$ cat config.mk
export PLATFORM = sky130hd
export DESIGN_NAME = word_bank_scanner
export DESIGN_NICKNAME = d
export VERILOG_FILES = /design/src/rtl/word_bank_scanner_pkg.sv /design/src/rtl/word_bank_scanner_dwell_timer.sv /design/src/rtl/word_bank_scanner.sv
export SDC_FILE = /design/constraint.sdc
export NUM_CORES = 1
export LEC_CHECK = 0
export CAP_MARGIN = 20
export CORE_AREA = 8 8 78 80
export DETAILED_ROUTE_END_ITERATION = 10
export DIE_AREA = 0 0 86 88
export GPL_ROUTABILITY_DRIVEN = 0
export HOLD_SLACK_MARGIN = 0.03
export PLACE_DENSITY = 0.72
export SETUP_SLACK_MARGIN = 0.05
export SLEW_MARGIN = 20
export SYNTH_ARGS = -nofsm -noshare
export SYNTH_HDL_FRONTEND = slang
export SYNTH_SLANG_ARGS = --single-unit
$ cat constraint.sdc
create_clock -name clk -period 2.2 [get_ports clk]
set_input_delay 0.44 -clock clk [delete_from_list [all_inputs] [get_ports clk]]
set_output_delay 0.44 -clock clk [all_outputs]
set_load 0.02 [all_outputs]
$ cat src/rtl/word_bank_scanner_pkg.sv
// Shared constants and types for the word bank scanner.
// Channel count, select width, FSM states and dwell-counter sizing.
package word_bank_scanner_pkg;

  localparam int N_CH  = 8;
  localparam int SEL_W = 3;

  typedef enum logic {
    IDLE = 1'b0,
    SCAN = 1'b1
  } state_t;

  // Dwell counter needs at least one bit even when DWELL is 1 or 2.
  function automatic int cnt_w(input int dwell);
    return (dwell <= 2) ? 1 : $clog2(dwell);
  endfunction

endpackage

$ cat src/rtl/word_bank_scanner_dwell_timer.sv
// Dwell counter 0..DWELL-1 with clear/enable; tc flags the last cycle of a dwell.
// Count is registered, tc is decoded from it; clr overrides en.
module dwell_timer
  import word_bank_scanner_pkg::*;
#(
  parameter int DWELL = 4
) (
  input  logic clk,
  input  logic reset,
  input  logic clr,
  input  logic en,
  output logic tc
);

  localparam int CW = cnt_w(DWELL);
  localparam logic [CW-1:0] LAST = CW'(DWELL - 1);

  logic [CW-1:0] cnt;

  assign tc = en && (cnt == LAST);

  always_ff @(posedge clk or posedge reset) begin
    if (reset) begin
      cnt <= '0;
    end else if (clr) begin
      cnt <= '0;
    end else if (en) begin
      if (cnt == LAST) cnt <= '0;
      else             cnt <= cnt + CW'(1);
    end
  end

endmodule

$ cat src/rtl/word_bank_scanner.sv
// Eight-word register bank plus auto/manual select sequencer feeding an 8:1 mux.
// Writes and select changes land one cycle after the request; no backpressure.
module word_bank_scanner
  import word_bank_scanner_pkg::*;
#(
  parameter int WIDTH = 4,
  parameter int DWELL = 4
) (
  input  logic             clk,
  input  logic             reset,
  input  logic             wr_en,
  input  logic [2:0]       wr_addr,
  input  logic [WIDTH-1:0] wr_data,
  input  logic             clear,
  input  logic             run,
  input  logic             step,
  output logic [WIDTH-1:0] w0,
  output logic [WIDTH-1:0] w1,
  output logic [WIDTH-1:0] w2,
  output logic [WIDTH-1:0] w3,
  output logic [WIDTH-1:0] w4,
  output logic [WIDTH-1:0] w5,
  output logic [WIDTH-1:0] w6,
  output logic [WIDTH-1:0] w7,
  output logic             s2,
  output logic             s1,
  output logic             s0,
  output logic             frame_done,
  output logic             all_loaded
);

  logic [WIDTH-1:0] bank [N_CH];
  logic [N_CH-1:0]  mask;
  logic [N_CH-1:0]  wr_onehot;
  logic [SEL_W-1:0] sel;
  state_t           state;
  logic             timer_en;
  logic             timer_clr;
  logic             dwell_tc;
  logic             advance;

  assign w0 = bank[0];
  assign w1 = bank[1];
  assign w2 = bank[2];
  assign w3 = bank[3];
  assign w4 = bank[4];
  assign w5 = bank[5];
  assign w6 = bank[6];
  assign w7 = bank[7];
  assign {s2, s1, s0} = sel;

  // Timer only runs while scanning; any other cycle parks it at zero so
  // every entry into SCAN starts a fresh dwell.
  always_comb begin
    timer_en  = (state == SCAN) && run && !clear;
    advance   = 1'b0;
    if (state == SCAN) advance = run && dwell_tc;
    else               advance = !run && step;
    wr_onehot = '0;
    wr_onehot[wr_addr] = 1'b1;
  end

  assign timer_clr = !timer_en;

  dwell_timer #(
    .DWELL (DWELL)
  ) u_dwell_timer (
    .clk   (clk),
    .reset (reset),
    .clr   (timer_clr),
    .en    (timer_en),
    .tc    (dwell_tc)
  );

  always_ff @(posedge clk or posedge reset) begin
    if (reset) begin
      state      <= IDLE;
      sel        <= '0;
      frame_done <= 1'b0;
    end else if (clear) begin
      state      <= IDLE;
      sel        <= '0;
      frame_done <= 1'b0;
    end else begin
      frame_done <= advance && (sel == SEL_W'(N_CH - 1));
      if (advance) sel <= sel + SEL_W'(1);
      case (state)
        IDLE:    if (run)  state <= SCAN;
        SCAN:    if (!run) state <= IDLE;
        default: state <= IDLE;
      endcase
    end
  end

  always_ff @(posedge clk or posedge reset) begin
    if (reset) begin
      for (int i = 0; i < N_CH; i++) bank[i] <= '0;
      mask       <= '0;
      all_loaded <= 1'b0;
    end else if (clear) begin
      for (int i = 0; i < N_CH; i++) bank[i] <= '0;
      mask       <= '0;
      all_loaded <= 1'b0;
    end else if (wr_en) begin
      bank[wr_addr] <= wr_data;
      mask          <= mask | wr_onehot;
      all_loaded    <= &(mask | wr_onehot);
    end
  end

endmodule
==> results of run 1 <==
## cell type report
cell class	instances	area [um^2]	share of cell area
clock inverter	1	5.00	0.00181
multi-input combinational	121	831	0.301
inverter	5	18.8	0.00679
clock buffer	6	72.6	0.0263
tap	70	87.6	0.0317
sequential	48	1200	0.435
timing repair buffer	55	548	0.198
## cell families after synthesis
group | count (synthesis) | synth area share
AND/OR/NAND/NOR | 69 | 0.160
flip-flops | 48 | 0.562
multiplexers | 34 | 0.159
buffers and inverters | 21 | 0.0492
AO/OA/AOI/OAI | 14 | 0.0474
adder cells (fa/ha/maj) | 3 | 0.0176
XOR/XNOR | 1 | 0.00410
## registers in the layout, indices dropped and copies added (netlist names), 2 cells and up
name,flops
w7,4
w6,4
w1,4
w5,4
w0,4
u_dwell_timer.cnt,2
w3,4
w2,4
sel,3
w4,4
mask,8
## through the flow
stage / utilization / setup slack (ns)
finish: 0.563 / 0.443
global route: 0.563 / 0.354
CTS: 0.563 / 0.429
detailed placement: 0.547 / 0.153
global placement: 0.547 / 0.162
floorplan: - / 0.616
## placed cells by master, fill, tap and decap left out, types with 2 or more instances in the layout
master,Yosys,final
mux2i_1,34,34
dfrtp_1,48,48
nor2_1,46,46
o21ai_0,2,2
nand3_1,2,2
nor2b_1,2,2
nand2_1,3,3
and3_1,2,2
a21oi_1,5,5
buf_4,2,5
clkdlybuf4s50_1,0,49
ha_1,3,3
clkbuf_8,0,5
nor3_1,2,2
inv_1,5,4
## synth_stat cells (all sizes together)
master  number
or2          1
nor2b        3
mux2i       34
a31o         1
a32o         1
nand3        3
and2b        2
ha           3
nand2        3
buf          9
nor4bb       1
a2111o       1
nor3b        2
a21oi        5
inv          5
and3         2
nor2        46
nand4        1
o21ai        3
nand2b       2
a31oi        1
nor3         3
dfrtp       48
clkbuf       7
xor2         1
a32oi        2
## path summary, 6_finish.rpt
check	start	to	slack, ns	depth (start not counted)
max	sel[0]	s0	0.44	1
min	u_dwell_timer.cnt[0]	u_dwell_timer.cnt[0]	0.44	1
max reg2reg	u_dwell_timer.cnt[0]	sel[1]	0.81	4
min reg2reg	u_dwell_timer.cnt[0]	u_dwell_timer.cnt[0]	0.44	1
max in group asynchronous	reset	w6[2]	1.49	3
min in group asynchronous	reset	w1[3]	0.48	3
## per-layer routing
metal / up-vias / routed length, um
li1: 720 / -
met1: 717 / 2170
met2: 34 / 2190
met3: 6 / 259
met4: 0 / 63
met5: - / 0
## report_power, final
group          switching, mW  internal, mW
clock network          0.272         0.216
logic                  0.109        0.0843
registers             0.0136         0.902
==> run metrics, run 1 <==
outcome=completed; Setup-failing EPs final=0; First-pass DRT Iterations=4; Port Buffers=roughly 50; Post CTS Setup Buffer Count=0; total power=roughly 1.6 mW; sequential-to-total area share from yosys stat=0.562; Mapped Area=~2100 um^2; Routed wire per std cell=approximately 15 um; met3 usage=0.0441; placed insts=between 200 and 300; via count normalized by instance count=roughly 4.8; CP delay by family, top=buffers and inverters; Fin Setup TNS=0 ns; Worst-Skew Late Latency=0.29 ns; CTS tree=done; WP data arrival=1.32 ns; post-route non-filler standard cell count=around 300; Final HPWL DP=3.29 mm; IO Pins=50; CP max-delay cell=clkdlybuf4s50_1; first-pass GRT wire length=7.91 mm; Die Span Y=about 90 um; Area contributors post-synth=dfrtp_1, mux2i_1, nor2_1, ha_1, clkbuf_1; cell taking the most area after synthesis=dfrtp_1; relative slew slack=0.690; initial antenna violation count=0; Synth Warn #=0; cts bufs inserted=5; CTS hold repair buffers=0; clock skew=0.00246 ns; final WL=4.69 mm; Mean Syn Cell Area=roughly 11 um^2; NumNets Final=~250; WP buf/inv=1; Critical Path RT=between 1.5 and 2 ns; area delta synth->final=29.3%; met1 Use GR=0.175; CP Class=reg -> out; critical-path cell list=clkdlybuf4s50_1; CTS Root Cell=clkbuf_8; starting DRC count in detailed routing=76; Residual DRC=0; Crit Path Max Fanout=3; max incr delay on CP=0.62 ns; Core Rows=26; vias post-DR=~1500; PwrDens=approximately 580 nW/um^2; die area=about 7600 um^2; final-report max-slew violation count=0; max-cap viol count=0; met2 usage=0.203; fin crit share=0.799; H-tree Lvls=2; final critical-path required period=1.76 ns; Syn Nets=206; Yosys top cell area share=0.562; leakage=roughly 1.3 nW; Hold Slack=0.443 ns; HP Class=reg -> reg; cell area after layout=roughly 2800 um^2; Placeable Area=4910 um^2; Yosys reg bits=48; gr usage total=0.135; remaining global-route overflow=0; CTS sink cnt=between 40 and 50; Clock Path Buffers=2; RSZ-0062 raised after global routing=false; Initial Utilization=0.435; DIE WIDTH=around 86 um; CTS-repair resized insts=0; grt peak-use layer=met2; critical path endpoint category=output port; share of layout cells above drive strength 1=0.0890; antenna-violating nets left=0; Syn Inst Count=190; synth unique cells=37; FMAX=roughly 0.57 GHz; Tightest Pin Transition=0.466 ns; final hold violations=0; clk slew on worst S/H paths=approximately 0.080 ns; Area after DPL=2690 um^2; largest net degree at the start of global routing=a little under 50; worst vdd rail ir drop=357 uV; vias in the first global route=between 1500 and 2000; antenna cell count=0; CP Launch Type=register; FILL cells=between 400 and 500
Note: power is estimated with default switching activity, not from simulation.
==> run 2, diff against run 1 <==
==> constraint.sdc (replaced) <==
create_clock -name clk -period 1.7 [get_ports clk]
set_input_delay 0.34 -clock clk [delete_from_list [all_inputs] [get_ports clk]]
set_output_delay 0.34 -clock clk [all_outputs]
set_load 0.02 [all_outputs]
==> run metrics, run 2 (same netlist as run 1, synthesis figures left out) <==
outcome=completed; CTS Root Cell=clkbuf_8; First-pass DRT Iterations=4 (unchanged); WP buf/inv=1 (unchanged); Register Area=1200 um^2 (unchanged); sequential power share=0.552 (-0.021); final hold violations=0 (unchanged); area delta synth->final=35.6%; remaining global-route overflow=0 (unchanged); Clock Path Buffers=2 (unchanged); routed wl met2=2.22 mm (+1.5%); Final HPWL DP=3.42 mm (+3.8%); relative slew slack=0.751 (+0.0617); Critical Path RT=1.36 ns (-0.40 ns); worst vdd rail ir drop=544 uV (+53%); area of the multi-input gates=831 um^2 (unchanged); total power=2.14 mW (+34%); Residual DRC=0 (unchanged); initial antenna violation count=0 (unchanged); Switching Fraction=0.249 (+0.00222); cts bufs inserted=5 (unchanged); clk slew on worst S/H paths=0.09 ns (about the same); via count normalized by instance count=4.77 (-1.2%); commonest cells after routing, fill and taps aside=dfrtp_1, nor2_1, mux2i_1; WP data arrival=1.27 ns (-0.05 ns); CTS-repair resized insts=5 (+5); Core Rows=26 (unchanged); final critical-path required period=approximately 1.6 ns; max reg flops=8 (unchanged); PwrDens=740 nW/um^2 (+28%); Post CTS Setup Buffer Count=0 (unchanged); CTS sink cnt=48 (unchanged); commonest non-fill, non-tap cell in the layout=dfrtp_1; CP Class=reg -> out; Worst-Skew Late Latency=0.30 ns (about the same); CP Launch Type=register; leakage=1.66 nW (+26%); clock skew=0.00844 ns (+0.00598 ns); HP Class=in -> async; critical path endpoint category=output port; antenna-violating nets left=0 (unchanged); IO Pins=50 (unchanged); critical-path cell list=clkdlybuf4s50_1; max incr delay on CP=0.61 ns (about the same); RSZ-0062 raised after global routing=false; CTS tree=done; NumNets Final=262 (+4.0%); die area=7570 um^2 (unchanged); wl on met1=2.31 mm (+6.4%); H-tree Lvls=2 (unchanged); final WL=4.80 mm (+2.3%); vias post-DR=1511 (+2.3%); CP delay by family, top=buffers and inverters; FMAX=between 0.6 and 0.7 GHz; Gate power share=0.122 (about the same); Die Span Y=88 um (unchanged); FILL cells=430 (-3.4%); max-cap viol count=0 (unchanged); gr usage total=0.134 (-0.000848); antenna cell count=0 (unchanged); Setup-failing EPs final=0 (unchanged); first-pass GRT wire length=7.83 mm (-1.0%); final-report max-slew violation count=0 (unchanged); DIE WIDTH=86 um (unchanged); share of layout cells above drive strength 1=0.134 (+0.0446); Most flops, register=mask; largest net degree at the start of global routing=49 (unchanged); Fin Setup TNS=0 ns (unchanged); P_int=1.61 mW (+34%); CP max-delay cell=clkdlybuf4s50_1; Post-Route Utilization=0.590 (+0.0273); Psw=0.535 mW (+35%); Tightest Pin Transition=0.372 ns (-0.0937 ns); vias in the first global route=1546 (+3.0%); Initial Utilization=0.435 (unchanged); final worst setup slack=0.0901 ns (-0.353 ns); Crit Path Max Fanout=2 (-1); clock share of power=0.326 (+0.020); met3 routed WL=188 um (-27%); uppermost layer routed=met4; starting DRC count in detailed routing=111 (+46%); Placeable Area=4910 um^2 (unchanged); Port Buffers=49 (unchanged); Routed wire per std cell=15.1 um (-1.2%); post-placement setup slack=-0.181 ns (-0.334 ns); fin crit share=0.947; CTS hold repair buffers=0 (unchanged)
run 2: cell count changes in the layout (fill, tap and decap cells not counted), moves of 5 or more:
cell             before  now
buf_4                 5   14
clkdlybuf4s50_1      49   29
dlygate4sd2_1         0    5
dlymetal6s2s_1        0   15
run 2: area by class of cell:
type / count / share of cell area
clock inverter: 2 / 0.00345
multi-input combinational: 121 / 0.287
timing repair buffer: 65 / 0.230
tap: 70 / 0.0302
inverter: 5 / 0.00648
clock buffer: 6 / 0.0285
sequential: 48 / 0.415
run 2: routing by layer:
layer | up-vias | GRT usage
li1 | 742 | -
met1 | 739 | 0.179
met2 | 26 | 0.200
met3 | 4 | 0.0366
met4 | 0 | 0.0525
met5 | - | 0
run 2: final timing paths:
kind	startpoint	cells past startpoint	to	slack [ns]
setup reg to reg	u_dwell_timer.cnt[0]	4	sel[1]	0.32
min in group clk	u_dwell_timer.cnt[0]	1	u_dwell_timer.cnt[0]	0.45
hold / removal	reset	3	w1[3]	0.39
max in group asynchronous	reset	3	w3[3]	1.08
hold reg to reg	u_dwell_timer.cnt[0]	1	u_dwell_timer.cnt[0]	0.45
setup / recovery	w7[2]	1	w7[2]	0.09
run 2: power by group through the flow:
stage	clock [mW]	combinational (mW)	sequential [mW]
floorplan	0	0.131	1.23
global placement	0	0.267	1.21
detailed placement	0	0.268	1.21
CTS	0.713	0.267	1.18
global route	0.760	0.287	1.19
finish	0.698	0.261	1.18
run 2: stage by stage:
| stage | cells | hold slack, ns | instance area [um^2] |
|---|---|---|---|
| 3_3_place_gp | 309 | 0.426 | 2770 |
| 2_1_floorplan | 190 | 0.415 | 2140 |
| 5_1_grt | 317 | 0.416 | 2900 |
| 3_5_place_dp | 309 | 0.443 | 2770 |
| 4_1_cts | 317 | 0.404 | 2860 |
| 6_report | 317 | 0.395 | 2900 |
==> RTL edit (config.mk and constraints of run 2) <==
`DWELL` is set to 4 in 2 places; all go to 8.
--- a/src/rtl/word_bank_scanner_dwell_timer.sv
+++ b/src/rtl/word_bank_scanner_dwell_timer.sv
@@ -4,5 +4,5 @@
   import word_bank_scanner_pkg::*;
 #(
-  parameter int DWELL = 4
+  parameter int DWELL = 8
 ) (
   input  logic clk,
--- a/src/rtl/word_bank_scanner.sv
+++ b/src/rtl/word_bank_scanner.sv
@@ -5,5 +5,5 @@
 #(
   parameter int WIDTH = 4,
-  parameter int DWELL = 4
+  parameter int DWELL = 8
 ) (
   input  logic             clk,
Behaviour: not the same (a bounded check fails within 10 cycles, from zero or initial values and one cycle with reset high).
==> RTL edit against run 2 <==
- clock skew decreased by 0.0078 ns
- area after synthesis increased by 0.70%
- first-iteration DRC count decreased by 43%
- worst setup slack improved by 0.0024 ns
- sequential cell count increased by 1
- sequential share of layout area decreased by 0.60 points
- power increased by 2.8%
- via count increased by 4.1%
- routed wire length about the same
- final area increased by 3.6%
- critical endpoint is now w4[3]
- largest cell class unchanged
- highest routed layer unchanged
==> RTL edit: results (changes against run 2) <==
ir_worst_vdd_mv: 0.453  # was 0.544 mV
post-place-ws_ns: -0.279  # was -0.181 ns
worst_pin_slew_ns: 0.443  # was 0.372 ns
routedWlPerCell_um: 14.7  # was 15.1 um
synth.area.top_cells: "dfrtp_1, mux2i_1, nor2_1"  # unchanged
synth_nets: 209  # was 206
place_hpwl_um: 3510  # was 3420 um
dp.cells: 318  # was 309
drive_gt1_share_pct: 13.7  # was 13.4%
clock-sinks: 49  # was 48
worstRegToRegCells: 6  # was 4
wl_met1_um: 2030  # was 2310 um
n_fill_cell: 421  # was 430
clock_skew_ns: 0.000668  # was 0.00844 ns
grt_pass1_wl_um: 8190  # was 7830 um
grt_pass1_vias: 1684  # was 1546
synthCells: 192  # was 190
synth_cell_type_count: 32  # was 37
grt_max_degree: 45  # was 49
dr_wl_met3_um: 259  # was 188 um
wl_met2_um: 2430  # was 2220 um
grt_usage_pct: 13.8  # was 13.4%
status: "finished, final reports clean"  # unchanged
via_per_inst: 4.83  # was 4.77
finalNonFillerCells: 326  # was 317
netlist_top_cells_count: "dfrtp_1, nor2_1, mux2i_1"  # unchanged
fin_nets: 272  # was 262
initialDrtViolationCount: 63  # was 111
[RTL edit: cell count changes after synthesis, moves of 2 or more]
cell,before,now
nand4b_1,0,2
buf_6,2,0
o21ai_0,2,0
nand2_1,3,5
[RTL edit: worst reg2reg max path, delay by kind of cell, from the launching register on]
family	cells	cell delay (ns)
AO/OA/AOI/OAI	1	0.14
adder cells (fa/ha/maj)	2	0.39
buffers and inverters	1	0.16
flip-flops	1	0.39
multiplexers	1	0.19
AND/OR/NAND/NOR	1	0.06
[RTL edit: repair_timing]
item                                    4_1_cts  5_1_grt
endpoints found under the setup margin        6       28
resized for setup                             6       23
pin swaps                                     0        0
hold buffers                                  0        0
[RTL edit: final timing paths]
kind                       slack [ns]                 start                    to
min in group clk                 0.43  u_dwell_timer.cnt[0]  u_dwell_timer.cnt[0]
min reg2reg                      0.43  u_dwell_timer.cnt[0]  u_dwell_timer.cnt[0]
min                              0.35                 reset            frame_done
max                              0.09                 w4[3]                 w4[3]
max in group asynchronous        0.91                 reset                 w2[2]
max reg2reg                      0.25  u_dwell_timer.cnt[0]                sel[1]
[RTL edit: kinds of logic after synthesis]
family,Yosys count,share of synthesized area [%]
mux,35,16.3
xor+xnor,1,0.407
simple gates,74,17.0
fa+ha+maj,4,2.33
buf+inv,19,3.78
flops,49,57.0
compound gates,10,3.26
[RTL edit: layout make-up]
class	count	area (um^2)	share of cell area, %
inverter	5	18.8	0.625
multi-input combinational	124	845	28.1
timing repair buffer	70	723	24.1
clock inverter	1	5.00	0.167
sequential	49	1230	40.9
tap	70	87.6	2.92
clock buffer	7	96.3	3.21
[RTL edit: power by group]
part | switching [W] | internal, W | total, W
Combinational | 0.000143 | 0.000118 | 0.000261
Sequential | 0.0000170 | 0.00119 | 0.00121
Clock | 0.000368 | 0.000368 | 0.000736
[RTL edit: metrics by stage]
| stage | instance area [um^2] | utilization (%) |
|---|---|---|
| CTS | 2940 | 59.9 |
| global placement | 2850 | 58.0 |
| global route | 3000 | 61.1 |
| finish | 3000 | 61.1 |
| floorplan | 2150 | - |
| detailed placement | 2850 | 58.0 |
[RTL edit: layer usage]
layer | GRT usage, % | up-vias
li1 | - | 764
met3 | 4.50 | 6
met2 | 23.2 | 38
met5 | 0 | -
met4 | 5.73 | 0
met1 | 15.9 | 765
